File: config.mk
export PLATFORM = sky130hd
export DESIGN_NAME = ext_mem_arbiter
export DESIGN_NICKNAME = d
export VERILOG_FILES = /design/src/rtl/ext_mem_arbiter.sv
export SDC_FILE = /design/constraint.sdc
export NUM_CORES = 1
export LEC_CHECK = 0
export CAP_MARGIN = 20
export CELL_PAD_IN_SITES_DETAIL_PLACEMENT = 1
export CELL_PAD_IN_SITES_GLOBAL_PLACEMENT = 2
export CORE_AREA = 2 2 227 117
export DETAILED_ROUTE_END_ITERATION = 6
export DIE_AREA = 0 0 229 119
export PLACE_DENSITY = 0.77
export SYNTH_ARGS = -nofsm -noshare
export SYNTH_HDL_FRONTEND = slang
export SYNTH_SLANG_ARGS = --single-unit
File: constraint.sdc
create_clock -name clk_i -period 3.87 [get_ports clk_i]
set_clock_uncertainty 0.05 [all_clocks]
set_input_delay 0.5805 -clock clk_i [delete_from_list [all_inputs] [get_ports clk_i]]
set_output_delay 0.5805 -clock clk_i [all_outputs]
set_load 0.05 [all_outputs]
File: src/rtl/ext_mem_arbiter.sv
// rtl/ext_mem_arbiter.sv - two-requester round-robin arbiter onto one external-memory LSU port
package SOPHON_PKG;

  typedef struct packed {
    logic        req;
    logic        we;
    logic [31:0] addr;
    logic [31:0] wdata;
    logic [4:0]  amo;
    logic [3:0]  strb;
    logic [1:0]  size;
  } lsu_req_t;

  typedef struct packed {
    logic        ack;
    logic        error;
    logic [31:0] rdata;
  } lsu_ack_t;

endpackage

module ext_mem_arbiter
  import SOPHON_PKG::*;
#(
  parameter int TIMEOUT_CYCLES = 256,
  parameter int CNT_W          = $clog2(TIMEOUT_CYCLES + 1)
) (
  input  logic     clk_i,
  input  logic     rst_i,
  input  lsu_req_t lsu_req_m0_i,
  output lsu_ack_t lsu_ack_m0_o,
  input  lsu_req_t lsu_req_m1_i,
  output lsu_ack_t lsu_ack_m1_o,
  output lsu_req_t lsu_req_o,
  input  lsu_ack_t lsu_ack_i,
  output logic     timeout_o
);

  // A zero-width counter is illegal, so the timeout-disabled build keeps one inert bit.
  localparam int              LP_CW   = (CNT_W < 1) ? 1 : CNT_W;
  localparam logic [LP_CW-1:0] LP_LAST = LP_CW'((TIMEOUT_CYCLES > 0) ? TIMEOUT_CYCLES - 1 : 0);
  localparam logic [LP_CW-1:0] LP_MAX  = '1;
  localparam logic             LP_TMO_EN = (TIMEOUT_CYCLES != 0);

  localparam lsu_req_t LP_REQ_IDLE = '{req: 1'b0, we: 1'b0, addr: '0, wdata: '0,
                                       amo: '0, strb: '0, size: 2'd1};

  typedef enum logic [1:0] {
    ST_IDLE  = 2'd0,
    ST_BUSY0 = 2'd1,
    ST_BUSY1 = 2'd2
  } state_t;

  state_t           r_state;
  lsu_req_t         r_req;
  logic             r_last_grant;  // 0 = m0 served last, 1 = m1 served last
  logic [LP_CW-1:0] r_cnt;

  logic     w_busy;
  logic     w_ack_in;
  logic     w_tmo;
  logic     w_done;
  logic     w_grant_m1;
  logic     w_any_req;
  lsu_ack_t w_resp;

  assign w_busy     = (r_state == ST_BUSY0) || (r_state == ST_BUSY1);
  assign w_ack_in   = w_busy && lsu_ack_i.ack;
  // A real ack in the final cycle takes priority over the abort.
  assign w_tmo      = LP_TMO_EN && w_busy && !lsu_ack_i.ack && (r_cnt == LP_LAST);
  assign w_done     = w_ack_in || w_tmo;
  // m1 wins when alone, or when both request and m0 was the last one served.
  assign w_grant_m1 = lsu_req_m1_i.req && (!lsu_req_m0_i.req || !r_last_grant);
  assign w_any_req  = lsu_req_m0_i.req || lsu_req_m1_i.req;

  // Response to whichever requester owns the bus this cycle.
  always_comb begin
    w_resp = '0;
    if (w_ack_in) begin
      w_resp.ack   = 1'b1;
      w_resp.error = lsu_ack_i.error;
      w_resp.rdata = lsu_ack_i.rdata;
    end else if (w_tmo) begin
      w_resp.ack   = 1'b1;
      w_resp.error = 1'b1;
    end
  end

  assign lsu_ack_m0_o = (r_state == ST_BUSY0) ? w_resp : '0;
  assign lsu_ack_m1_o = (r_state == ST_BUSY1) ? w_resp : '0;
  assign lsu_req_o    = r_req;
  assign timeout_o    = w_tmo;

  // Grant FSM: captures the winner's request, holds it until ack or timeout, then returns idle.
  always_ff @(posedge clk_i or posedge rst_i) begin
    if (rst_i) begin
      r_state      <= ST_IDLE;
      r_req        <= LP_REQ_IDLE;
      r_last_grant <= 1'b1;
      r_cnt        <= '0;
    end else begin
      case (r_state)
        ST_IDLE: begin
          if (w_any_req) begin
            r_req     <= w_grant_m1 ? lsu_req_m1_i : lsu_req_m0_i;
            r_req.req <= 1'b1;
            r_cnt     <= '0;
            r_state   <= w_grant_m1 ? ST_BUSY1 : ST_BUSY0;
          end
        end
        ST_BUSY0, ST_BUSY1: begin
          if (w_done) begin
            r_req        <= LP_REQ_IDLE;
            r_state      <= ST_IDLE;
            r_last_grant <= (r_state == ST_BUSY1);
          end else if (LP_TMO_EN && (r_cnt != LP_MAX)) begin
            r_cnt <= r_cnt + LP_CW'(1);
          end
        end
        default: begin
          r_state <= ST_IDLE;
          r_req   <= LP_REQ_IDLE;
        end
      endcase
    end
  end

endmodule

* Word level (Yosys, flattened, before mapping) *
Index checks and enable logic that the tools add are counted.

cells by class
  add/sub/neg operators = 1
  equality and inequality tests = 8
  muxes and demuxes = 17
  reduce and logical (&&, ||, !) cells = 17

operators with widths
  kind                 count
  $mux 77              2
  $pmux 77 s2          1
  $mux 76              1
  $mux 34              2
  $mux 32              1
  $mux 9               3
  $pmux 9 s2           1
  $mux 2               5
  $add 9x1->9 const B  1
  $eq 9x8->1 const B   1
  $ne 9x9->1 const B   1
  $ne 2x2->1 const B   4
  $logic_and 1x1->1    4
  $logic_or 1x1->1     4
  $pmux 2 s2           1
  $reduce_and 2->1     2
  $reduce_and 4->1     1
  $logic_not 1->1      3
  $eq 2x1->1 const B   1
  $eq 2x2->1 const B   1
  $logic_not 2->1      1
  $reduce_bool 2->1    1
  $reduce_or 2->1      1

storage, ports and cells
  register bits after elaboration = 89
  output and inout bits = 146
  word-level logic and storage cells = 53

* Logic depth before layout (Yosys ltp) *
Gate-level depths: netlist of run 1.

  depth after elaboration = 7
  mapped depth = 10
  gate-level depth less buffers = 8

* Worst setup path after synthesis of run 1 *
No wires, ideal clock.

  kind = register -> output
  start point = register r_cnt[0]
  end point = output port timeout_o
  arrival time = 2.230 ns
  data required time = 3.239 ns
  slack = 1.010 ns
  cell stages (with the launch flop) = 6
  buffers on the path = 0
  path through = dfrtp_1 ha_1 nand3_1 nor2_1 ha_1 nor3b_1

on the way
  cells in the longest elaborated chain, start to end = 2

RTL lines
  element                   line  text
  start: declaration        57    logic [LP_CW-1:0] r_cnt;
  start signal: assignment  117   r_cnt <= r_cnt + LP_CW'(1);
  $eq 9x8->1                70    assign w_tmo = LP_TMO_EN && w_busy && !lsu_ack_i.ack && (r_cnt == LP_LAST);
  $logic_and 1x1->1         70
  end: declaration          36    output logic timeout_o

No other way between the ends.

==> run metrics, run 1 <==
outcome=complete, no violations; routed vias=4731; Setup TNS=0 ps; GRT Residual Overflow=0; layout cell share with drive strength beyond 1=under 10%; Pre-antenna DRT Iters=4; antenna violations before repair=0; Vias/cell=slightly above 4; Final #Nets=between 1000 and 1500; first-pass GRT wire length=30600 um; Filler cells=2979; port bufs=335; Post-CTS Setup Bufs=0; RSZ-0062 raised after global routing=no; Tot GR Track Use=14.6%; arrival time at the worst endpoint=2900 ps; ys async rst share=100%; synthesized area=4750 sq um; Root Buffer=clkbuf_16; Worst Hold Path EP=lsu_req_o[43]; reg2reg setup slack=980 ps; Worst Setup End Kind=output port; Synth top cells by count=87 x dfrtp_1, 85 x nand2_1, 77 x mux2i_1; Ys Warns=0; maxcap violations=0; drc violations=0; min-delay worst type=reg -> reg; Initial Util=18.5%; Final min period=3530 ps; Area Growth Syn to Fin=83.5%; CTS tree=yes; Tcrit/Tclk final=91.1%; Synth Instances=a little under 500; RR Endpoint=lsu_req_o[4]; clock slew at reported path FFs=70 ps; largest cells by area after synthesis=dfrtp_1 46%, mux2i_1 16%, and2_1 8.4%; CTS Sinks=around 90; Worst EP required=about 3200 ps; post_cts resized=0; clock tree buffer depth=2; Final Setup Violations=0; Die Area=27300 sq um; Lkg Pwr=3.69 nW; maximum vdd ir drop=approximately 270 uV; Main synth FF type=dfrtp_1; Worst Setup Start Kind=flop; hold path start=lsu_req_o[43]; CP Max Fanout=32; Placer Congestion=0.803; FMAX=around 280 MHz; Power Density=684 nW/um^2; dominant cell type by area after synthesis=dfrtp_1; Rows=42; R2R depth=9; vias in the first global route=~5000; WS Path Type=reg -> out; Core Area=25600 sq um; ANT nets after route=0; die height=119 um; synth unique cells=36; worst-margin pin slew=between 700 and 800 ps; Post-synth EDFFs=0; post-DP HPWL=roughly 15000 um; Seq/Total Area, Yosys=46.9%; flip-flop and latch count after synthesis=between 80 and 90; Hold-fix buffers, CTS=0; area share of the largest cell type after synthesis=45.8%; H-tree Lvls=3; final WL=19600 um; Syn Nets=691; initial DRC count=211; clk_lat worst skew=360 ps; relative slew slack=between 40% and 50%; FF-to-FF Start=r_cnt[0]; final hold violation count=0; DP Worst Slack=~550 ps; Slew Limit Fails=0; Avg WL per Cell=16.7 um; Worst Hold Depth=2; count leader, synth=dfrtp_1; die width=229 um; fin worst setup slack=around 340 ps; largest net degree at the start of global routing=59; CTS buffer count=9; Syn Area/Cell=9.60 sq um; IO Pins=336; ant diodes=0
[state kept, by name (all words and copies together) (netlist names)]
register / cells
r_state: 2
r_cnt: 9
r_last_grant: 1
lsu_req_o: 77
[cell type report]
cell class	instances	area, sq um	area share, %
clock inverters	6	70.1	0.804
flip-flops and latches	89	2230	25.6
clock buffers	10	239	2.74
well taps	352	440	5.05
multi-input cells	363	2310	26.5
repair buffers	344	3390	38.9
inverters	9	36.3	0.416
[routing by layer]
metal	vias to the layer above	part of all wire [%]	global-route usage, %
met4	0	0.91	3.08
met5	-	0	0
met1	2223	51	20.8
met3	12	8.1	5.65
li1	2321	-	-
met2	175	40	20.5
[worst max-delay path: stages, from the launching register on]
cell	delay, ps
dfrtp_1	360
inv_1	70
ha_1	600
and3_1	230
buf_4	270
and2_1	170
clkdlybuf4s50_1	830
[layout by cell type (no fill, tap or decap), types with 2 or more instances in the layout]
cell type,n
clkdlybuf4s50_1,307
dfrtp_1,87
nand2_1,84
mux2i_1,77
o21ai_0,71
and2_1,64
buf_4,34
o21ai_1,13
clkbuf_16,9
inv_1,7
nor2_1,6
ha_1,6
a21oi_1,5
nand3_1,5
nand4_1,3
or3_1,3
and3_1,3
inv_6,3
buf_12,3
nor3b_1,2
nor2_2,2
o31ai_1,2
o22a_1,2
dfstp_2,2
[through the flow]
| stage | hold WS, ps | power (mW) | area, sq um | cells | utilization [%] |
|---|---|---|---|---|---|
| finish | 428 | 5.96 | 8720 | 1173 | 34.0 |
| global route | 461 | 6.34 | 8720 | 1173 | 34.0 |
| CTS | 432 | 6.08 | 8720 | 1173 | 34.0 |
| detailed placement | 421 | 5.11 | 8410 | 1157 | 32.8 |
| global placement | 410 | 5.07 | 8410 | 1157 | 32.8 |
| floorplan | 388 | 3.73 | 4750 | 495 | - |
[how the worst max path moves through the flow]
| stage | endpoint | depth (start not counted) | startpoint | slack [ps] |
|---|---|---|---|---|
| 6_report | lsu_ack_m0_o[23] | 6 | r_state[0] | 340 |
| 3_3_place_gp | lsu_ack_m0_o[23] | 5 | lsu_ack_i[33] | 590 |
| 2_1_floorplan | lsu_req_o[10] | 1 | rst_i | 940 |
| 3_5_place_dp | lsu_ack_m0_o[23] | 5 | lsu_ack_i[33] | 550 |
| 4_1_cts | lsu_ack_m0_o[23] | 6 | r_state[0] | 320 |
| 5_1_grt | lsu_ack_m0_o[28] | 6 | r_state[1] | 170 |
[power by group]
| part | internal (mW) | leakage (nW) | switching [mW] |
|---|---|---|---|
| registers | 1.28 | 1.15 | 0.185 |
| clock network | 0.526 | 0.154 | 0.402 |
| logic | 1.19 | 2.38 | 2.37 |
| total | 3.00 | 3.69 | 2.96 |
[cells by family after synthesis]
logic type	after synthesis	synth area share [%]
AO/OA/AOI/OAI	99	11.1
buffers and inverters	43	4.69
adder cells (fa/ha/maj)	6	1.58
multiplexers	78	16.5
AND/OR/NAND/NOR	180	19.2
flip-flops	89	46.9
No activity file was read; power rests on OpenSTA's default activity.
==> inputs of run 2 (changes only) <==
==> config.mk (replaced) <==
export PLATFORM = sky130hd
export DESIGN_NAME = ext_mem_arbiter
export DESIGN_NICKNAME = d
export VERILOG_FILES = /design/src/rtl/ext_mem_arbiter.sv
export SDC_FILE = /design/constraint.sdc
export NUM_CORES = 1
export LEC_CHECK = 0
export ABC_AREA = 1
export CAP_MARGIN = 20
export CELL_PAD_IN_SITES_DETAIL_PLACEMENT = 1
export CELL_PAD_IN_SITES_GLOBAL_PLACEMENT = 2
export CORE_AREA = 2 2 248 128
export DETAILED_ROUTE_END_ITERATION = 6
export DIE_AREA = 0 0 250 130
export PLACE_DENSITY = 0.76
export SETUP_SLACK_MARGIN = 0.5
export SYNTH_ARGS = -nofsm -noshare
export SYNTH_HDL_FRONTEND = slang
export SYNTH_SLANG_ARGS = --single-unit
==> run 2 against run 1 <==
Against the previous run:
- count of clock-buffer cells in the layout is 1 lower
- via count is 32% higher
- die area is 19% higher
- wire length is 27% higher
- hold slack better by 1.2 ps
- largest cell class unchanged
- largest power group unchanged
==> run metrics, run 2 <==
Die Area=approximately 33000 sq um; Switching Fraction=a little over half; worst-margin pin slew=between 900 and 1000 ps; Ys Warns=0; largest net degree at the start of global routing=90; Area Growth Syn to Fin=73.1%; Slew Limit Fails=0; met1 Resource Use GR=20.9%; ANT nets after route=0; Root Buffer=clkbuf_16; Filler cells=3777; Tot GR Track Use=15.0%; Worst EP required=3240 ps; vias in the first global route=6257; drc violations=0; Worst Setup End Kind=output port; ys async rst share=between 90% and 100%; max FFs per register=77; most common cell after layout, fill and taps aside=nand2_1; GR Util met3=5.84%; Power Density=roughly 690 nW/um^2; Comb power frac=63.2%; GRT Residual Overflow=0; post-DP HPWL=18600 um; Final min period=3230 ps; maximum vdd ir drop=between 300 and 400 uV; Flop pwr share=22.4%; Power Internal=3.01 mW; Avg WL per Cell=16.5 um; relative slew slack=approximately 38%; Clk network pwr share=between 10% and 20%; Placer Congestion=around 0.74; final WL=25000 um; IO Pins=about 340; layout cell share with drive strength beyond 1=5.61%; dominant cell type by area after synthesis=dfrtp_1; Worst Setup Start Kind=flop; RSZ-0062 raised after global routing=no; Post-CTS Setup Bufs=0; count leader, synth=nand2_1; Final #Nets=1296; outcome=complete, no violations; die width=between 200 and 300 um; Lkg Pwr=4.38 nW; Pre-antenna DRT Iters=4; maxcap violations=0; clock slew at reported path FFs=70 ps; routed vias=6265; final hold violation count=0; CP Max Fanout=25; first-pass GRT wire length=37400 um; Synth top cells by count=337 x nand2_1, 87 x dfrtp_1, 81 x nand3_1; arrival time at the worst endpoint=2600 ps; FMAX=310 MHz; CTS Sinks=89; Hold-fix buffers, CTS=0; synth unique cells=27; Synth Instances=approximately 800; Main synth FF type=dfrtp_1; Syn Nets=999; flip-flop and latch count after synthesis=89; Rows=46; die height=between 100 and 150 um; Post-synth EDFFs=0; ant diodes=0; Final Setup Violations=0; CTS buffer count=9; area share of the largest cell type after synthesis=about two fifths; port bufs=335; antenna violations before repair=0; initial DRC count=approximately 320; min-delay worst type=reg -> reg; synthesized area=5380 sq um; CTS tree=yes; routing usage on met2=21.7%; GR peak layer=met2; clk_lat worst skew=between 300 and 400 ps; Seq/Total Area, Yosys=41.4%; total power=6.45 mW; clock tree buffer depth=2; Core Area=30700 sq um; Tcrit/Tclk final=83.4%; Psw=~3.4 mW; WS Path Type=reg -> out; commonest non-fill, non-tap cells in the layout=334 x nand2_1, 284 x clkdlybuf4s50_1, 87 x dfrtp_1; largest cells by area after synthesis=dfrtp_1 40%, nand2_1 23%, nand3_1 7.5%; Setup TNS=0 ps; Initial Util=17.5%; Syn Area/Cell=6.70 sq um; H-tree Lvls=3; Vias/cell=4.14
==> run 2: cell count changes after synthesis, moves of 38 or more <==
cell | before | now
and2_1 | 64 | 0
inv_1 | 8 | 46
mux2i_1 | 77 | 0
nand2_1 | 85 | 337
nand3_1 | 5 | 81
nor3_1 | 1 | 64
o21ai_0 | 71 | 23
o21ai_1 | 13 | 58
==> run 2: worst max-delay path, stage by stage, from the launching register on <==
cell and delay, ps:
dfrtp_1 390, inv_1 160, ha_1 190, clkinv_2 320, nor3_1 310, clkdlybuf4s50_1 860
==> run 2: layout make-up <==
class	instances	area (sq um)	area share [%]
Multi-Input combinational cell	602	2670	28.6
Inverter	49	188	2.01
Timing Repair Buffer	349	3420	36.7
Tap cell	408	510	5.48
Clock buffer	9	225	2.42
Clock inverter	7	77.6	0.832
Sequential cell	89	2230	23.9
==> run 2: cell families (layout without fill, tap and decap cells) <==
group | count (synthesis) | count (layout) | share of synthesized area, %
AO/OA/AOI/OAI | 86 | 86 | 8.27
XOR/XNOR | 2 | 2 | 0.325
AND/OR/NAND/NOR | 508 | 508 | 39.1
flip-flops | 89 | 89 | 41.4
adder cells (fa/ha/maj) | 6 | 6 | 1.39
buffers and inverters | 112 | 414 | 9.46
==> run 2: final timing paths <==
kind | from | end | slack [ps] | depth (start not counted)
worst max-delay path | r_state[0] | lsu_ack_m1_o[14] | 640 | 5
worst min-delay path | lsu_req_o[0] | lsu_req_o[0] | 430 | 2
worst max register to register | r_cnt[0] | lsu_req_o[55] | 1050 | 10
worst min register to register | lsu_req_o[0] | lsu_req_o[0] | 430 | 2
max in group asynchronous | rst_i | lsu_req_o[0] | 2700 | 3
min in group asynchronous | rst_i | lsu_req_o[55] | 660 | 3
==> run 2: layer usage <==
layer,wire [um],vias up
li1,-,3146
met1,12400,2954
met2,10500,146
met3,1690,19
met4,333,0
met5,0,-
==> run 2: repair_timing <==
action | CTS | global route
resized for setup | 29 | 4
endpoints found under the hold margin | 0 | 0
setup endpoints to repair | 39 | 4
==> run 2: metrics by stage <==
step                      cell area [sq um]  hold WS, ps  std cells  setup slack (ps)  util, %
after floorplan                        5380          417        803               936        -
final                                  9320          429       1513               643     30.3
after global routing                   9320          464       1513               509     30.3
after global placement                 9040          404       1497               533     29.4
after detailed placement               9040          424       1497               416     29.4
after CTS                              9310          434       1513               514     30.3
==> run 2: power by group through the flow <==
stage	registers (mW)	clock network, mW	logic, mW
global placement	1.45	0	4.11
CTS	1.45	0.985	4.16
global route	1.49	1.02	4.41
finish	1.45	0.929	4.07
floorplan	2.47	0	1.71
detailed placement	1.47	0	4.17
==> inputs of run 3 (changes only) <==
==> constraint.sdc (replaced) <==
create_clock -name clk_i -period 3.1 [get_ports clk_i]
set_clock_uncertainty 0.05 [all_clocks]
set_input_delay 0.465 -clock clk_i [delete_from_list [all_inputs] [get_ports clk_i]]
set_output_delay 0.465 -clock clk_i [all_outputs]
set_load 0.05 [all_outputs]
==> run 3 against run 2 <==
Against the previous run:
- cell area up 9.7%
- sequential share of layout area down 2.1 points
- non-clock buffer count is 5 higher
- clock power increased by 26%
- register-to-register slack got worse by 340 ps
- highest routed layer is now met5
- global-route usage is 0.32 points higher
- combinational power up 38%
- final cell count increased by 0.40%
==> run metrics, run 3 (synthesis results as in run 2) <==
outcome=complete, no violations; Final min period=2610 ps; arrival time at the worst endpoint=2090 ps; Placer Congestion=between 0.7 and 0.8; clock tree buffer depth=2; launch point of the worst path=r_state[1]; drc violations=0; GRT Residual Overflow=0; final hold violation count=0; port bufs=335; CP Max Fanout=between 60 and 70; Critical path destination=lsu_ack_m1_o[13]; clk_lat worst skew=360 ps; DP Worst Slack=513 ps; vias in the first global route=6446; commonest non-fill, non-tap cells in the layout=333 x nand2_1, 265 x clkdlybuf4s50_1, 87 x dfrtp_1; die height=about 130 um; Rows=46; CTS Sinks=89; fin worst setup slack=491 ps; CP Depth=6; Area Growth Syn to Fin=90.0%; max FFs per register=77; layout cell share with drive strength beyond 1=12.0%; maximum vdd ir drop=298 uV; FMAX=around 380 MHz; Tot GR Track Use=between 15 and 20%; ANT nets after route=0; RR Endpoint=lsu_req_o[8]; post-DP HPWL=between 15000 and 20000 um; WS Path Type=reg -> out; min-delay worst type=reg -> reg; Crit path max-delay family=buffers and inverters; Worst Setup Start Kind=flop; first-pass GRT wire length=38200 um; ant diodes=0; FF-to-FF Start=r_cnt[0]; Slew Limit Fails=0; Final #Nets=1302; Worst EP required=2580 ps; Setup TNS=0 ps; clock slew at reported path FFs=70 ps; R2R depth=13; Die Area=32500 sq um; Final Setup Violations=0; initial DRC count=240; RSZ-0062 raised after global routing=yes; maxcap violations=0; largest net degree at the start of global routing=90; Hold-fix buffers, CTS=0; Pre-antenna DRT Iters=4; final WL=25400 um; hold slack=423 ps; critical path's slowest cell=nor3_1; most common cell after layout, fill and taps aside=nand2_1; IO Pins=336; die width=250 um; cells along the critical path=inv_1 > ha_4 > nand2_2 > buf_6 > nor3_1 > buf_12; Power Density=837 nW/um^2; worst path bufs/invs=3; Tcrit/Tclk final=84.2%; CTS buffer count=9; Core Area=30700 sq um; CTS tree=yes; Lkg Pwr=about 4.5 nW; Root Buffer=clkbuf_16; Avg WL per Cell=16.7 um; routed vias=6294; Worst Setup End Kind=output port; relative slew slack=40.3%; CP max stage delay=380 ps; worst-margin pin slew=895 ps; Initial Util=17.5%; Vias/cell=4.14; Filler cells=3685; antenna violations before repair=1; reg2reg setup slack=between 700 and 800 ps; H-tree Lvls=3
-- run 3: cell types whose count changed in the layout (fill, tap and decap cells not counted), sizes merged --
cell           delta
buf              +55
dlygate4sd2      -28
clkdlybuf4s50    -19
dlymetal6s2s      -4
clkbuf            +2
clkinv            -1
clkinvlp          +1
inv               -1
nand2             +1
-- run 3: cell type report --
| cell class | count | area (sq um) | area share [%] |
|---|---|---|---|
| Clock buffer | 10 | 229 | 2.24 |
| Clock inverter | 6 | 75.1 | 0.734 |
| Inverter | 49 | 188 | 1.83 |
| Multi-Input combinational cell | 603 | 2750 | 26.9 |
| Sequential cell | 89 | 2230 | 21.8 |
| Tap cell | 408 | 510 | 4.99 |
| Timing Repair Buffer | 354 | 4250 | 41.5 |
-- run 3: where the power goes --
part	internal (mW)	switching, mW	total, mW
Combinational	1.88	3.72	5.60
Sequential	1.59	0.215	1.80
Clock	0.637	0.531	1.17
Total	4.10	4.46	8.57
-- run 3: worst min-delay path by stage --
stage,cells after the start,to,from
after floorplan,2,r_last_grant,r_last_grant
after global placement,2,lsu_req_o[57],lsu_req_o[57]
after detailed placement,2,lsu_req_o[0],lsu_req_o[0]
after CTS,2,lsu_req_o[0],lsu_req_o[0]
after global routing,2,lsu_req_o[0],lsu_req_o[0]
final,2,lsu_req_o[0],lsu_req_o[0]
-- run 3: per-stage QoR --
step           util (%)  std cells  total power [mW]  area, sq um
6_report           33.3       1519              8.57        10200
5_1_grt            33.3       1519              9.18        10200
4_1_cts            32.9       1515              8.53        10100
3_5_place_dp       31.8       1496              7.26         9760
3_3_place_gp       31.8       1496              7.20         9760
2_1_floorplan         -        803              5.23         5390
-- run 3: worst register-to-register path, stage by stage, from the launching register on --
cell     delay, ps
dfrtp_1        390
ha_2           190
nand2_1         90
inv_2           60
and3_1         200
ha_2           200
o21ai_4        120
buf_4          150
buf_4          120
nand2_2        130
nand2_8        200
buf_16         220
nand2_1        100
o21ai_1         90
-- run 3: timing repair --
action	4_1_cts	5_1_grt
endpoints found under the setup margin	68	133
resized for setup	5	18
pin swaps	1	2
gates cloned	0	2
buffers inserted	3	2
hold endpoints to repair	0	0
-- run 3: routing by layer --
metal	part of all wire (%)	up-vias	track usage (%)
met5	0.051	-	0
met4	1.1	2	3.95
met3	7.0	19	5.29
met2	43	147	23.0
met1	49	2964	21.0
li1	-	3162	-
